**config.mk**
```make
export PLATFORM = sky130hd
export DESIGN_NAME = mem_port_arbiter
export DESIGN_NICKNAME = d
export VERILOG_FILES = /design/src/rtl/mem_port_arbiter.sv
export SDC_FILE = /design/constraint.sdc
export NUM_CORES = 1
export LEC_CHECK = 0
export ABC_AREA = 1
export CAP_MARGIN = 20
export CORE_AREA = 2 2 133 135
export CTS_BUF_LIST = sky130_fd_sc_hd__clkbuf_16
export CTS_CLUSTER_DIAMETER = 120
export DETAILED_ROUTE_END_ITERATION = 8
export DIE_AREA = 0 0 135 137
export PLACE_DENSITY = 0.77
export SETUP_SLACK_MARGIN = 0.05
export SYNTH_ARGS = -nofsm -noshare
export SYNTH_HDL_FRONTEND = slang
export SYNTH_SLANG_ARGS = --single-unit
```
**constraint.sdc**
```tcl
create_clock -name clk_i -period 1.75 [get_ports clk_i]
set_clock_uncertainty 0.15 [all_clocks]
set_input_delay 0.35 -clock clk_i [delete_from_list [all_inputs] [get_ports clk_i]]
set_output_delay 0.35 -clock clk_i [all_outputs]
set_load 0.005 [all_outputs]
```
**src/rtl/mem_port_arbiter.sv**
```systemverilog
// mem_port_arbiter: shares the single MCU data-memory port between the MCU
// core and the debug controller. Only one access is outstanding at a time.
// On a tie the requester that did not win last time wins. Byte accesses are
// turned into lane enables with replicated write data, and byte reads are
// extracted and zero-extended.
//
// Ports:
//   clk_i, reset_i      rising-edge clock, synchronous active-high reset
//   core_*_i / core_*_o core request/grant/read-return handshake
//   dbg_*_i  / dbg_*_o  debug level strobes, busy flag, last read result
//   mem_*_o / mem_rdata_i  memory port; read data valid RD_LAT cycles after mem_en
//
// All outputs are registered. Outputs that must be valid in the ISSUE cycle
// are computed on the IDLE->ISSUE transition.
module mem_port_arbiter #(
    parameter int unsigned RD_LAT = 2,
    parameter int unsigned DATA_W = 32
) (
    input  logic              clk_i,
    input  logic              reset_i,

    input  logic              core_req_i,
    input  logic              core_we_i,
    input  logic              core_byte_i,
    input  logic [31:0]       core_addr_i,
    input  logic [DATA_W-1:0] core_wdata_i,
    output logic              core_gnt_o,
    output logic              core_rvalid_o,
    output logic [DATA_W-1:0] core_rdata_o,

    input  logic              dbg_rd_i,
    input  logic              dbg_wr_i,
    input  logic              dbg_byte_i,
    input  logic [31:0]       dbg_addr_i,
    input  logic [DATA_W-1:0] dbg_wdata_i,
    output logic              dbg_busy_o,
    output logic [DATA_W-1:0] dbg_rdata_o,

    output logic              mem_en_o,
    output logic              mem_we_o,
    output logic [3:0]        mem_be_o,
    output logic [31:0]       mem_addr_o,
    output logic [DATA_W-1:0] mem_wdata_o,
    input  logic [DATA_W-1:0] mem_rdata_i
);

    localparam int unsigned ADDR_W = 32;
    localparam int unsigned BE_W   = 4;
    localparam int unsigned CNT_W  = 3;

    typedef enum logic [1:0] {
        S_IDLE,
        S_ISSUE,
        S_RD_WAIT,
        S_DBG_DONE
    } state_e;

    // Latched access of the current winner.
    typedef struct packed {
        logic              dbg;
        logic              we;
        logic              is_byte;
        logic [ADDR_W-1:0] addr;
        logic [DATA_W-1:0] wdata;
    } req_t;

    state_e              state_q, state_d;
    req_t                req_q, req_d;
    req_t                win;
    logic [CNT_W-1:0]    cnt_q, cnt_d;
    logic                last_dbg_q, last_dbg_d;

    logic                core_gnt_q, core_gnt_d;
    logic                core_rvalid_q, core_rvalid_d;
    logic [DATA_W-1:0]   core_rdata_q, core_rdata_d;
    logic                dbg_busy_q, dbg_busy_d;
    logic [DATA_W-1:0]   dbg_rdata_q, dbg_rdata_d;
    logic                mem_en_q, mem_en_d;
    logic                mem_we_q, mem_we_d;
    logic [BE_W-1:0]     mem_be_q, mem_be_d;
    logic [ADDR_W-1:0]   mem_addr_q, mem_addr_d;
    logic [DATA_W-1:0]   mem_wdata_q, mem_wdata_d;

    logic                dbg_req;
    logic                pick_dbg;
    logic [7:0]          rd_byte;
    logic [DATA_W-1:0]   rd_val;

    // Arbitration: debug wins alone, or on a tie when the core won last.
    always_comb begin
        dbg_req  = dbg_rd_i | dbg_wr_i;
        pick_dbg = dbg_req & (~core_req_i | ~last_dbg_q);

        win.dbg = pick_dbg;
        if (pick_dbg) begin
            // Simultaneous rd and wr strobes are treated as a read.
            win.we      = dbg_wr_i & ~dbg_rd_i;
            win.is_byte = dbg_byte_i;
            win.addr    = dbg_addr_i;
            win.wdata   = dbg_wdata_i;
        end else begin
            win.we      = core_we_i;
            win.is_byte = core_byte_i;
            win.addr    = core_addr_i;
            win.wdata   = core_wdata_i;
        end
    end

    // Read data extraction: byte reads select the lane and zero-extend.
    always_comb begin
        rd_byte = mem_rdata_i[{req_q.addr[1:0], 3'b000} +: 8];
        if (req_q.is_byte) begin
            rd_val = {{(DATA_W-8){1'b0}}, rd_byte};
        end else begin
            rd_val = mem_rdata_i;
        end
    end

    // Next-state and registered-output logic.
    always_comb begin
        state_d       = state_q;
        req_d         = req_q;
        cnt_d         = cnt_q;
        last_dbg_d    = last_dbg_q;
        core_gnt_d    = 1'b0;
        core_rvalid_d = 1'b0;
        core_rdata_d  = core_rdata_q;
        dbg_busy_d    = dbg_busy_q;
        dbg_rdata_d   = dbg_rdata_q;
        mem_en_d      = 1'b0;
        mem_we_d      = 1'b0;
        mem_be_d      = '0;
        mem_addr_d    = '0;
        mem_wdata_d   = '0;

        case (state_q)
            S_IDLE: begin
                if (dbg_req | core_req_i) begin
                    req_d       = win;
                    state_d     = S_ISSUE;
                    // Memory strobe and grant appear in the ISSUE cycle.
                    mem_en_d    = 1'b1;
                    mem_we_d    = win.we;
                    mem_addr_d  = {win.addr[ADDR_W-1:2], 2'b00};
                    if (win.is_byte) begin
                        mem_be_d    = BE_W'(1) << win.addr[1:0];
                        mem_wdata_d = {BE_W{win.wdata[7:0]}};
                    end else begin
                        mem_be_d    = {BE_W{1'b1}};
                        mem_wdata_d = win.wdata;
                    end
                    core_gnt_d  = ~win.dbg;
                    dbg_busy_d  = win.dbg;
                end
            end

            S_ISSUE: begin
                last_dbg_d = req_q.dbg;
                if (req_q.we) begin
                    if (req_q.dbg) begin
                        state_d    = S_DBG_DONE;
                        dbg_busy_d = 1'b0;
                    end else begin
                        state_d = S_IDLE;
                    end
                end else begin
                    state_d = S_RD_WAIT;
                    cnt_d   = CNT_W'(RD_LAT);
                end
            end

            S_RD_WAIT: begin
                cnt_d = cnt_q - CNT_W'(1);
                // Count of 1 marks the cycle in which mem_rdata is valid.
                if (cnt_q == CNT_W'(1)) begin
                    if (req_q.dbg) begin
                        dbg_rdata_d = rd_val;
                        dbg_busy_d  = 1'b0;
                        state_d     = S_DBG_DONE;
                    end else begin
                        core_rdata_d  = rd_val;
                        core_rvalid_d = 1'b1;
                        state_d       = S_IDLE;
                    end
                end
            end

            // One dead cycle so the still-held debug strobe is not re-sampled.
            S_DBG_DONE: begin
                state_d = S_IDLE;
            end

            default: begin
                state_d = S_IDLE;
            end
        endcase
    end

    // State and output registers.
    always_ff @(posedge clk_i) begin
        if (reset_i) begin
            state_q       <= S_IDLE;
            req_q         <= '0;
            cnt_q         <= '0;
            last_dbg_q    <= 1'b0;
            core_gnt_q    <= 1'b0;
            core_rvalid_q <= 1'b0;
            core_rdata_q  <= '0;
            dbg_busy_q    <= 1'b0;
            dbg_rdata_q   <= '0;
            mem_en_q      <= 1'b0;
            mem_we_q      <= 1'b0;
            mem_be_q      <= '0;
            mem_addr_q    <= '0;
            mem_wdata_q   <= '0;
        end else begin
            state_q       <= state_d;
            req_q         <= req_d;
            cnt_q         <= cnt_d;
            last_dbg_q    <= last_dbg_d;
            core_gnt_q    <= core_gnt_d;
            core_rvalid_q <= core_rvalid_d;
            core_rdata_q  <= core_rdata_d;
            dbg_busy_q    <= dbg_busy_d;
            dbg_rdata_q   <= dbg_rdata_d;
            mem_en_q      <= mem_en_d;
            mem_we_q      <= mem_we_d;
            mem_be_q      <= mem_be_d;
            mem_addr_q    <= mem_addr_d;
            mem_wdata_q   <= mem_wdata_d;
        end
    end

    assign core_gnt_o    = core_gnt_q;
    assign core_rvalid_o = core_rvalid_q;
    assign core_rdata_o  = core_rdata_q;
    assign dbg_busy_o    = dbg_busy_q;
    assign dbg_rdata_o   = dbg_rdata_q;
    assign mem_en_o      = mem_en_q;
    assign mem_we_o      = mem_we_q;
    assign mem_be_o      = mem_be_q;
    assign mem_addr_o    = mem_addr_q;
    assign mem_wdata_o   = mem_wdata_q;

endmodule
```
==> results.txt, run 1 <==
Slew Viols, Final - 0
DRC Markers - 0
RD Place Congestion - 0.890
worst r2r path cells - 9
DR pass1 iterations - 5
FF-to-FF End - mem_wdata_o[29]
CTS buffer count - 17
Starting Density - 0.361
Setup crit start kind - primary input
Final #Nets - 1385
via/cell ratio - 4.73
Crit. End Element - flop
layout cells sized above 1 - 0.114
largest net degree at the start of global routing - 32
synth top area cells - dfxtp_1 47%, nand2_1 18%, nor2_1 7.1%, a21oi_1 5.0%, nand3_1 5.0%
port bufs - 302
CORE AREA - 17100 sq um
Slew @ Worst Pin - 0.768 ns
Reg area - 2940 sq um
Hold Vio Cnt, Final - 0
ANT nets after route - 0
grt total ovfl - 0
first-pass GRT wire length - 33300 um
area leader, netlist - dfxtp_1
design area - 10400 sq um
post-synth top area share - 0.474
Die Wd - 135 um
slowest library cell on the worst path - clkdlybuf4s50_1
Iter 0 DRT Violations - 409
WL met2 - 11300 um
crit path max fanout - 8
die area - 18500 sq um
vias in the first global route - 6495
Area growth syn-to-layout - 69.4%
area of the multi-input gates - 2830 sq um
final std cells w/o fill - 1447
Leak Pwr - 5.32 nW
WP data required - 1.96 ns
register area share after synthesis - 0.474
deepest clock path buffer count - 2
CTS root buf - clkbuf_16
WL met3 - 1870 um
WL/cell - 15.4 um
CTS tree - yes
Total GRT Usage - 0.235
Antenna Cells - 0
status - finished clean
Syn Area/Cell - 7.03 sq um
total power - 9.38 mW
HP Start - core_rdata_o[13]
Sink Count - 146
Rel. slew slack - 0.484
CP Class - primary input to flop
max incr delay on CP - 0.51 ns
io pins - 305
worst endpoint data arrival time - 1.86 ns
die height - 137 um
Post-Synthesis Cells - 876
Worst-path clk slew - 0.06 ns
Hold Path End - core_rdata_o[13]
highest routing layer actually used - met4
FF+latch count, synth - 146
vias - 6848
RSZ-0062 raised after global routing - true
# fillers - 1572
Post-Route WL - 22200 um
MaxCap Viol Count - 0
placed cell count - 1406
flop2flop setup slack - 0.12 ns
reg2reg start - state_q[1]
highest clock rate - 0.608 GHz
crit path time final - 1.65 ns
cts hold-fix bufs - 0
worst vdd ir - 0.700 mV
Final HPWL DP - 16600 um
CP Cell Sequence - clkdlybuf4s50_1 -> inv_1 -> nand2_4 -> nand2_8 -> o21ai_4 -> buf_12 -> buf_4 -> nand3_1 -> nand2_1
cell row count - 48
initial antenna violation count - 0
routed length on met1 - 8570 um
HP Class - flop to flop
clk_lat worst skew - 0.42 ns
H-tree Lvls - 4
Cell Area, Placed - 9690 sq um
post-synth cell types - 28
final worst path period share - 0.940
Power Density - 899 nW/um^2
Mapped Area - 6160 sq um
Worst Hold Path Cells - 2
Yosys warning count - 0
Final setup viols - 0
[how the worst max path moves through the flow]
stage / startpoint / to / slack [ns] / cells past startpoint
after CTS: cnt_q[1] / dbg_rdata_o[29] / 0.05 / 7
after global routing: state_q[1] / mem_wdata_o[24] / 0.03 / 9
after floorplan: state_q[0] / dbg_rdata_o[0] / 0.12 / 9
after detailed placement: dbg_rd_i / mem_wdata_o[11] / -0.48 / 10
after global placement: dbg_rd_i / mem_wdata_o[11] / -0.41 / 10
final: dbg_rd_i / mem_wdata_o[26] / 0.10 / 9
[report_power, final]
group          leakage, nW  switching [mW]  internal [mW]
registers             1.19          0.0732           3.53
clock network        0.315            1.39           2.49
logic                 3.81           0.950          0.946
total                 5.32            2.42           6.97
[cell type report]
class,instances,area share
inverters,65,0.0246
repair buffers,363,0.336
clock inverters,14,0.0191
flip-flops and latches,146,0.281
multi-input cells,617,0.271
well taps,225,0.0270
clock buffers,17,0.0407
[state kept, by name, summed over array words and instances (netlist names), 2 cells and up]
signal and flops:
mem_wdata_o 32, dbg_rdata_o 32, mem_be_o 4, core_rdata_o 32
state_q 2, mem_addr_o 30, req_q 5, cnt_q 3
[cell families (layout without fill, tap and decap cells)]
family,count (synthesis),after routing,synth area share
AO/OA/AOI/OAI,126,126,0.109
XOR/XNOR,1,1,0.00142
adder cells (fa/ha/maj),7,7,0.0142
buffers and inverters,115,459,0.0881
flip-flops,146,146,0.474
other,1,2,0.000609
AND/OR/NAND/NOR,480,481,0.313
[repair_timing]
item | CTS | global route
pin swaps | 2 | 4
gates cloned | 1 | 2
gates resized for setup | 154 | 35
endpoints found under the setup margin | 204 | 91
setup buffers | 1 | 6
[cell usage in the layout, fill, tap and decap left out, drive strengths merged]
cell,n
nand2,299
clkdlybuf4s50,167
dfxtp,146
dlygate4sd2,135
nor2,118
inv,68
a21oi,67
nand3,62
buf,60
o21ai,54
clkbuf,18
ha,7
bufinv,5
clkinv,5
o22ai,3
conb,2
nand4,1
a21boi,1
xor2,1
or2,1
a211oi,1
clkinvlp,1
[worst max-delay path, delay by kind of cell]
| kind | cells | cell delay (ns) |
|---|---|---|
| compound gates | 1 | 0.20 |
| buf+inv | 4 | 0.89 |
| simple gates | 4 | 0.41 |
[cell usage after synthesis (all sizes together)]
cell / count
a21oi: 67
a21boi: 1
buf: 37
conb: 1
nand4: 1
nor2: 118
clkbuf: 13
xor2: 1
inv: 65
nand2: 298
a211oi: 1
o21ai: 54
dfxtp: 146
ha: 7
nand3: 62
or2: 1
o22ai: 3
[metrics by stage]
stage	utilization	TNS (ns)	setup slack, ns	hold WS (ns)
final	0.612	0	0.105	0.319
after global placement	0.568	-22.82	-0.414	0.304
after floorplan	-	0	0.118	0.289
after detailed placement	0.568	-27.02	-0.483	0.314
after CTS	0.600	0	0.0507	0.309
after global routing	0.612	0	0.0259	0.331
[layer usage]
layer / GRT usage / vias to the layer above
met4: 0.0995 / 0
met2: 0.421 / 318
met1: 0.263 / 3078
li1: - / 3413
met5: 0 / -
met3: 0.0648 / 39
No activity file was read; power rests on OpenSTA's default activity.
==> run 2, diff against run 1 <==
--- a/config.mk
+++ b/config.mk
@@ -10,8 +10,10 @@
 export CORE_AREA = 2 2 133 135
 export CTS_BUF_LIST = sky130_fd_sc_hd__clkbuf_16
 export CTS_CLUSTER_DIAMETER = 120
+export CTS_CLUSTER_SIZE = 40
 export DETAILED_ROUTE_END_ITERATION = 8
 export DIE_AREA = 0 0 135 137
+export HOLD_SLACK_MARGIN = 0.15
 export PLACE_DENSITY = 0.77
 export SETUP_SLACK_MARGIN = 0.05
 export SYNTH_ARGS = -nofsm -noshare
==> results of run 2 <==
Final layout, timing and power as in run 1 (identical DEF).
==> RTL change, RTL diff (flow settings as in run 1) <==
Re-encode `state_e` (4 states) as one-hot, 4 bits wide.
--- a/src/rtl/mem_port_arbiter.sv
+++ b/src/rtl/mem_port_arbiter.sv
@@ -48,11 +48,11 @@
     localparam int unsigned BE_W   = 4;
     localparam int unsigned CNT_W  = 3;
 
-    typedef enum logic [1:0] {
-        S_IDLE,
-        S_ISSUE,
-        S_RD_WAIT,
-        S_DBG_DONE
+    typedef enum logic [3:0] {
+        S_IDLE     = 4'b0001,
+        S_ISSUE    = 4'b0010,
+        S_RD_WAIT  = 4'b0100,
+        S_DBG_DONE = 4'b1000
     } state_e;
 
     // Latched access of the current winner.
Formal check against the unedited RTL: no difference found for any inputs over 4 cycles, from zero or initial values and one cycle with reset_i high; so few cycles prove little.
==> RTL change against run 1 <==
The run now ends with negative setup slack left; sequential cell count grew 2; worst setup slack got worse by 0.11 ns; cell count decreased by 4.7%; power fell by 0.53%; register-to-register slack lost 0.12 ns; design area is 0.90% higher; area after synthesis fell by 1.6%; wire length up 2.8%; first-iteration DRC count grew 15%; largest power group unchanged.
==> RTL change: results (changes against run 1) <==
- Result of the run: finished with violations (was finished, final reports clean).
- The global-route usage over all layers is 23.5% (about the same).
- The distinct cell type count of the synthesized netlist was 41 (was 28).
- The sequential-to-total area share from yosys stat was 48.8% (was 47.4%).
- The number of setup buffers added after CTS came to 6 (was 1).
- The instance count after placement with tap cells included is 1327 (was 1406).
- The routability congestion estimate is 0.896 (was 0.890).
- The number of antenna violations at the first check in global routing is 2 (was 0).
- The depth of the worst register-to-register path is 11 (was 9).
- The pre-CTS setup slack was -0.412 ns (was -0.483 ns).
- The met3 capacity usage during global routing is 6.41% (was 6.48%).
- The biggest fanout along the worst timing path is 7 (was 8).
- The mean post-synth cell area is 7.63 um2 (was 7.03 um2).
- Synth top area cells: dfxtp_1, nor2_1, o21ai_0 (was dfxtp_1, nand2_1, nor2_1).
- The slowest stage cell on the critical path is dfxtp_2 (was clkdlybuf4s50_1).
- The non-filler instance count after layout is 1379 (was 1447).
- The number of gates resized after CTS came to 178 (was 154).
- The starting DRC count in detailed routing was 469 (was 409).
- The setup TNS is -0.00340 ns (was 0 ns).
- The final setup violation count is 1 (was 0).
- The wire length reported by the detailed router is 22900 um (was 22200 um).
- The fraction of layout instances using a drive strength above 1 came to 15.6% (was 11.4%).
- The post-place instance area is 0.00955 mm2 (was 0.00969 mm2).
- The delay of the slowest cell on the worst path is 0.32 ns (was 0.51 ns).
- The final worst-path setup slack was -0.00340 ns (was 0.105 ns).
- The checks that failed: negative setup slack.
- Most frequent cells after synthesis: nor2_1, dfxtp_1, o21ai_0, inv_1, nand2_1 (was nand2_1, dfxtp_1, nor2_1, a21oi_1, nand3_1).
- The met1 track demand over resource is 26.6% (was 26.3%).
- The data arrival at the endpoint of the critical path is 1.97 ns (was 1.86 ns).
- The maximum VDD drop is 0.686 mV (was 0.700 mV).
## RTL change: changes by cell type in the layout (fill, tap and decap cells not counted), moves of 34 or more
| cell | before | now |
|---|---|---|
| nor2_1 | 114 | 177 |
| nand2_1 | 285 | 72 |
| a21oi_1 | 62 | 25 |
| o21ai_0 | 41 | 75 |
| nand3_1 | 56 | 12 |
## RTL change: path summary, 6_finish.rpt
path / from / endpoint / slack (ns)
worst min-delay path: dbg_rdata_o[31] / dbg_rdata_o[31] / 0.35
worst max-delay path: cnt_q[1] / core_rdata_o[0] / -0.003
worst max register to register: cnt_q[1] / core_rdata_o[0] / -0.003
worst min register to register: dbg_rdata_o[31] / dbg_rdata_o[31] / 0.35
## RTL change: cell families after synthesis
group	Yosys count	synth area share [%]
AND/OR/NAND/NOR	311	20.9
multiplexers	24	3.96
buffers and inverters	140	10.6
adder cells (fa/ha/maj)	2	0.412
other	1	0.0618
AO/OA/AOI/OAI	168	15.1
XOR/XNOR	1	0.144
flip-flops	148	48.8
## RTL change: worst min-delay path, cell delays in order (launching register included)
cell     delay, ns
dfxtp_1       0.32
o21ai_1       0.07
nor2_1        0.07
## RTL change: area by class of cell
class                   count  area, um2
clock buffers              17        425
flip-flops and latches    148       2970
clock inverters            15        205
fillers                  1494       6520
repair buffers            367       3570
well taps                 225        282
multi-input cells         509       2690
diodes                      2       5.00
inverters                  96        379
## RTL change: power by group through the flow
stage | Clock [mW] | Sequential, mW | Combinational [mW]
after floorplan | 0 | 3.77 | 0.685
after global placement | 0 | 3.76 | 1.77
after detailed placement | 0 | 3.76 | 1.78
after CTS | 3.96 | 3.69 | 1.68
after global routing | 4.12 | 3.70 | 1.90
final | 3.91 | 3.68 | 1.74
